[config.mk]
export PLATFORM = sky130hd
export DESIGN_NAME = mux157_arbiter_flat
export DESIGN_NICKNAME = d
export VERILOG_FILES = /design/src/rtl/mux157_arbiter_pkg.sv /design/src/rtl/mux157_arbiter_if.sv /design/src/rtl/mux157_arbiter_timer.sv /design/src/rtl/mux157_arbiter.sv /design/src/flat_wrapper.sv
export SDC_FILE = /design/constraint.sdc
export NUM_CORES = 1
export LEC_CHECK = 0
export CAP_MARGIN = 20
export CORE_AREA = 2 2 39 41
export CTS_CLUSTER_DIAMETER = 40
export DETAILED_ROUTE_END_ITERATION = 12
export DIE_AREA = 0 0 41 43
export RECOVER_POWER = 100
export SETUP_SLACK_MARGIN = 0.05
export SLEW_MARGIN = 40
export SYNTH_ARGS = -nofsm -noshare
export SYNTH_HDL_FRONTEND = slang
export SYNTH_SLANG_ARGS = --single-unit
[constraint.sdc]
create_clock -name clk -period 1.65 [get_ports clk]
set_clock_uncertainty 0.05 [all_clocks]
set_input_delay 0.2475 -clock clk [delete_from_list [all_inputs] [get_ports clk]]
set_output_delay 0.2475 -clock clk [all_outputs]
set_load 0.05 [all_outputs]
[src/rtl/mux157_arbiter_pkg.sv]
// Shared types and helpers for the 74157 mux arbiter: FSM states, winner
// selection and timer sizing.
package mux157_arbiter_pkg;

  typedef enum logic [1:0] {
    IDLE   = 2'd0,
    SELECT = 2'd1,
    SETTLE = 2'd2,
    GRANT  = 2'd3
  } state_t;

  // A lone requester always wins; a tie goes to whoever was not served last.
  function automatic logic next_winner(input logic [1:0] req, input logic last);
    logic w;
    case (req)
      2'b01:   w = 1'b0;
      2'b10:   w = 1'b1;
      default: w = ~last;
    endcase
    return w;
  endfunction

  // Wide enough to hold the larger of the two limits, including the hold
  // counter's saturation value itself.
  function automatic int timer_width(input int settle_cycles, input int max_hold);
    int m;
    m = (settle_cycles > max_hold) ? settle_cycles : max_hold;
    if (m < 2) m = 2;
    return $clog2(m + 1);
  endfunction

endpackage

[src/rtl/mux157_arbiter_if.sv]
// Requester/mux-side bundle of the arbiter: request levels in, grants and
// mux control pins out.
interface mux157_arbiter_if;
  logic [1:0] req;
  logic [1:0] gnt;
  logic       sel;
  logic       _en;
  logic       busy;

  modport master (output req, input gnt, input sel, input _en, input busy);
  modport slave  (input req, output gnt, output sel, output _en, output busy);
endinterface

[src/rtl/mux157_arbiter_timer.sv]
// Loadable up-counter with clear, enable, saturation and a terminal compare
// that stays true once the terminal value has been reached.
module arb_timer #(
  parameter int W = 2
) (
  input  logic         clk,
  input  logic         reset,
  input  logic         clear,
  input  logic         load,
  input  logic [W-1:0] load_val,
  input  logic         en,
  input  logic [W-1:0] term_val,
  input  logic [W-1:0] sat_val,
  output logic         term_hit
);

  logic [W-1:0] count_reg;

  always_ff @(posedge clk) begin
    if (reset || clear) begin
      count_reg <= '0;
    end else if (load) begin
      count_reg <= load_val;
    end else if (en && (count_reg != sat_val)) begin
      count_reg <= count_reg + W'(1);
    end
  end

  assign term_hit = (count_reg >= term_val);

endmodule

[src/rtl/mux157_arbiter.sv]
// Round-robin arbiter for one shared 74157 mux: S only moves while /E is
// high, and a grant is issued only after a programmable settle time.
module mux157_arbiter
  import mux157_arbiter_pkg::*;
#(
  parameter int SETTLE_CYCLES = 2,
  parameter int MAX_HOLD      = 0
) (
  input  logic              clk,
  input  logic              reset,
  mux157_arbiter_if.slave   bus
);

  localparam int CNT_W = timer_width(SETTLE_CYCLES, MAX_HOLD);
  localparam logic [CNT_W-1:0] SETTLE_TERM = CNT_W'((SETTLE_CYCLES > 0) ? SETTLE_CYCLES - 1 : 0);
  localparam logic [CNT_W-1:0] HOLD_TERM   = CNT_W'((MAX_HOLD > 0) ? MAX_HOLD - 1 : 0);
  localparam logic [CNT_W-1:0] HOLD_SAT    = CNT_W'(MAX_HOLD);

  state_t     state_reg, state_next;
  logic [1:0] gnt_reg, gnt_next;
  logic       sel_reg, sel_next;
  logic       en_n_reg, en_n_next;
  logic       last_reg, last_next;
  logic       busy_reg;
  logic       settle_hit;
  logic       hold_hit;
  logic       w;

  // The current winner is whatever S already points at.
  assign w = sel_reg;

  arb_timer #(.W(CNT_W)) u_settle (
    .clk      (clk),
    .reset    (reset),
    .clear    (state_reg != SETTLE),
    .load     (1'b0),
    .load_val ('0),
    .en       (1'b1),
    .term_val (SETTLE_TERM),
    .sat_val  (SETTLE_TERM),
    .term_hit (settle_hit)
  );

  arb_timer #(.W(CNT_W)) u_hold (
    .clk      (clk),
    .reset    (reset),
    .clear    (state_reg != GRANT),
    .load     (1'b0),
    .load_val ('0),
    .en       (1'b1),
    .term_val (HOLD_TERM),
    .sat_val  (HOLD_SAT),
    .term_hit (hold_hit)
  );

  always_ff @(posedge clk) begin
    if (reset) begin
      state_reg <= IDLE;
      gnt_reg   <= 2'b00;
      sel_reg   <= 1'b0;
      en_n_reg  <= 1'b1;
      last_reg  <= 1'b1;
      busy_reg  <= 1'b0;
    end else begin
      state_reg <= state_next;
      gnt_reg   <= gnt_next;
      sel_reg   <= sel_next;
      en_n_reg  <= en_n_next;
      last_reg  <= last_next;
      busy_reg  <= (state_next != IDLE);
    end
  end

  always_comb begin
    state_next = state_reg;
    gnt_next   = gnt_reg;
    sel_next   = sel_reg;
    en_n_next  = en_n_reg;
    last_next  = last_reg;

    case (state_reg)
      IDLE: begin
        if (bus.req != 2'b00) begin
          sel_next   = next_winner(bus.req, last_reg);
          state_next = SELECT;
        end
      end

      SELECT: begin
        if (!bus.req[w]) begin
          state_next = IDLE;
        end else if (SETTLE_CYCLES == 0) begin
          en_n_next  = 1'b0;
          gnt_next   = w ? 2'b10 : 2'b01;
          state_next = GRANT;
        end else begin
          en_n_next  = 1'b0;
          state_next = SETTLE;
        end
      end

      SETTLE: begin
        if (!bus.req[w]) begin
          en_n_next  = 1'b1;
          state_next = IDLE;
        end else if (settle_hit) begin
          gnt_next   = w ? 2'b10 : 2'b01;
          state_next = GRANT;
        end
      end

      GRANT: begin
        // Release and preemption produce the same outputs, so one path serves both.
        if (!bus.req[w] || ((MAX_HOLD > 0) && hold_hit && bus.req[~w])) begin
          gnt_next   = 2'b00;
          en_n_next  = 1'b1;
          last_next  = w;
          state_next = IDLE;
        end
      end

      default: begin
        gnt_next   = 2'b00;
        en_n_next  = 1'b1;
        state_next = IDLE;
      end
    endcase
  end

  assign bus.gnt  = gnt_reg;
  assign bus.sel  = sel_reg;
  assign bus._en  = en_n_reg;
  assign bus.busy = busy_reg;

endmodule

[src/flat_wrapper.sv]
// flat-port wrapper written by rule: the top's interface ports become plain ports
module mux157_arbiter_flat import mux157_arbiter_pkg::*;
#(
  parameter int SETTLE_CYCLES = 2,
  parameter int MAX_HOLD      = 0
)
  (clk, reset, bus_req, bus_gnt, bus_sel, bus__en, bus_busy);
  mux157_arbiter_if bus_i ();
  input  logic clk;
  input  logic reset;
  input wire logic [$bits(bus_i.req)-1:0] bus_req;
  output wire logic [$bits(bus_i.gnt)-1:0] bus_gnt;
  output wire logic [$bits(bus_i.sel)-1:0] bus_sel;
  output wire logic [$bits(bus_i._en)-1:0] bus__en;
  output wire logic [$bits(bus_i.busy)-1:0] bus_busy;
  assign bus_i.req = bus_req;
  assign bus_gnt = bus_i.gnt;
  assign bus_sel = bus_i.sel;
  assign bus__en = bus_i._en;
  assign bus_busy = bus_i.busy;
  mux157_arbiter #(.SETTLE_CYCLES(SETTLE_CYCLES), .MAX_HOLD(MAX_HOLD)) u_core (.clk(clk), .reset(reset), .bus(bus_i));
endmodule
==> results.py <==
metrics = {
    "status": {
        "status": "complete, no violations",
    },
    "clocking": {
        "cts_resized": 0,
        "cts-root-buf": "clkbuf_4",
        "clk_pin_slew_ns": 0.06,
        "cts_tree": "done",
        "hold_buffers": 0,
        "htree_levels": 1,
        "cts_buffers": 3,
        "cts_setup_buffers": 0,
        "worstSkewPairLatency_ns": 0.27,
        "clock-sinks": 10,
        "clk_path_buf_depth": 2,
    },
    "power_and_ir_drop": {
        "power_density_mw_per_mm2": 888,
        "netSwitchingPower_uw": 172,
        "vdd_drop_max_mv": 0.329,
        "clkPwrFrac": 0.310,
        "finalPower_uw": 553,
        "p_sw_frac": 0.311,
        "share_seq_of_total_power": 0.489,
        "leakagePower_nw": 0.263,
        "p_comb_frac": 0.201,
        "p_int_uw": 381,
    },
    "synthesis": {
        "yosys-top-cells-area": "dfxtp_1 41%, ha_1 10%, nor2_1 9.1%",
        "synth.distinct_cells": 18,
        "synth_edf_count": 0,
        "async_reset_ff_frac": 0,
        "ys.flop_type": "dfxtp_1",
        "syn_inst": 59,
        "ys_ff_latch": 10,
        "synth_most_common_cell": "nor2_1",
        "synth_common_cells": "12 x nor2_1, 10 x dfxtp_1, 6 x inv_1, 5 x nor3_1",
        "netlist_area_sq_um": 493,
        "synth_nets": 67,
        "synth_top_area_share": 0.406,
        "ys_warn_count": 0,
        "synth_top_area_cell": "dfxtp_1",
        "syn_avg_cell_area_sq_um": 8.36,
        "seq_area_frac_synth": 0.406,
    },
    "final_layout": {
        "drive_gt1_frac": 0.132,
        "n_fill_cell": 150,
        "num_antenna_cells": 0,
        "multi_input_area_sq_um": 259,
        "fin_nets": 86,
        "seqCellArea_sq_um": 200,
        "area_growth_pct": 26.4,
    },
    "floorplanning": {
        "coreArea_sq_mm": 0.00138,
        "io_pins": 9,
        "die-height_microns": 43,
        "die_area_sq_mm": 0.00176,
        "die_w_microns": 41,
        "start_util": 0.356,
        "rows": 14,
    },
    "timing": {
        "slew_viol_final": 0,
        "slew_headroom": 0.608,
        "min_period_over_period": 0.905,
        "min_period_ns": 1.49,
        "rsz0062_at_grt": "false",
        "tightest_slew_ns": 0.590,
        "hold_viol": 0,
        "max_freq_mhz": 670,
        "setup_viol": 0,
        "worst_slack_ns": 0.157,
        "setup_tns_ns": 0,
    },
    "detailed_routing": {
        "wl_microns": 1030,
        "wire_per_inst_microns": 11.2,
        "num_vias": 454,
        "drtIter0Drc": 7,
        "dr.pass1.iters": 4,
        "ant_nets": 0,
        "via_per_inst": 4.93,
        "drc": 0,
    },
    "worst_setup_path": {
        "worstPathRequired_ns": 1.76,
        "path_class": "input pin to flip-flop",
        "cp.arrival_ns": 1.60,
        "crit_path_start_kind": "input pin",
        "r2r_slack_ns": 0.21,
        "crit_path_max_fanout": 5,
        "worstSetupEndpointType": "flip-flop",
    },
    "hold_path": {
        "min_path_type": "flip-flop to flip-flop",
    },
    "place": {
        "port-buffer-count": 8,
        "place_ws_ns": 0.00767,
        "detailed_place_hpwl_microns": 733,
        "gp_congestion": 0.768,
    },
    "grt": {
        "grt_max_degree": 10,
        "grt_pass1_vias": 437,
        "met1_usage": 0.200,
        "grt_usage": 0.157,
        "grtUsageMet2": 0.209,
        "overflow": 0,
        "antenna_found_initial": 0,
        "grt_busiest_layer": "met2",
        "grt_pass1_wl_microns": 1770,
        "grt_use_met3": 0.0628,
    },
    "flow_run": {
        "drv_cap": 0,
    },
}
[layout by cell type (no fill, tap or decap), drive strengths merged, types with 4 or more instances in the layout]
cell type / instances
clkbuf: 9
a21oi: 4
nor2: 12
inv: 6
ha: 4
buf: 6
dfxtp: 10
nor3: 5
o21ai: 4
[path summary, 6_finish.rpt]
kind	from	to	cells after the start
worst min register to register	u_core.bus.gnt[1]$_SDFFE_PP0P_	u_core.bus.gnt[1]$_SDFFE_PP0P_	1
worst min-delay path	u_core.bus.gnt[1]$_SDFFE_PP0P_	u_core.bus.gnt[1]$_SDFFE_PP0P_	1
worst max register to register	u_core.state_reg[0]$_SDFF_PP0_	u_core.bus.gnt[0]$_SDFFE_PP0P_	4
worst max-delay path	bus_req[1]	u_core.bus.gnt[0]$_SDFFE_PP0P_	5
[cell type report]
type,instances,area share
Inverter,6,0.0361
Tap cell,16,0.0321
Timing Repair Buffer,15,0.159
Multi-Input combinational cell,42,0.416
Sequential cell,10,0.321
Clock buffer,3,0.0361
[through the flow]
step | std cells | utilization | instance area [sq um] | hold slack [ns]
2_1_floorplan | 59 | - | 493 | 0.270
3_3_place_gp | 89 | 0.458 | 634 | 0.428
3_5_place_dp | 89 | 0.458 | 634 | 0.440
4_1_cts | 92 | 0.475 | 657 | 0.458
5_1_grt | 92 | 0.450 | 623 | 0.466
6_report | 92 | 0.450 | 623 | 0.446
[worst max-delay path: stages]
cell and delay, ns:
dlygate4sd3_1 0.55, buf_4 0.16, o21ai_0 0.24, o211ai_1 0.14, a32o_1 0.27
[cells by family after synthesis]
group	count (synthesis)	synth area share
muxes	2	0.0406
adders and majority gates	4	0.102
DFF	10	0.406
AOI/OAI and AO/OA	14	0.183
xor gates and xnor gates	1	0.0178
and+or+nand+nor	21	0.183
buffers and inverters	7	0.0685
[per-layer routing]
metal,vias up,share of wire,wire length [microns]
met4,0,0.033,34
met2,9,0.41,422
met3,5,0.040,41
met1,199,0.51,529
li1,241,-,-
met5,-,0,0
[power by group through the flow]
stage | clock, mW | combinational [mW] | sequential, mW
after floorplan | 0 | 0.0512 | 0.296
after global placement | 0 | 0.126 | 0.277
after detailed placement | 0 | 0.126 | 0.277
after CTS | 0.178 | 0.127 | 0.272
after global routing | 0.189 | 0.124 | 0.273
final | 0.172 | 0.111 | 0.271
No activity file was read; power rests on OpenSTA's default activity.
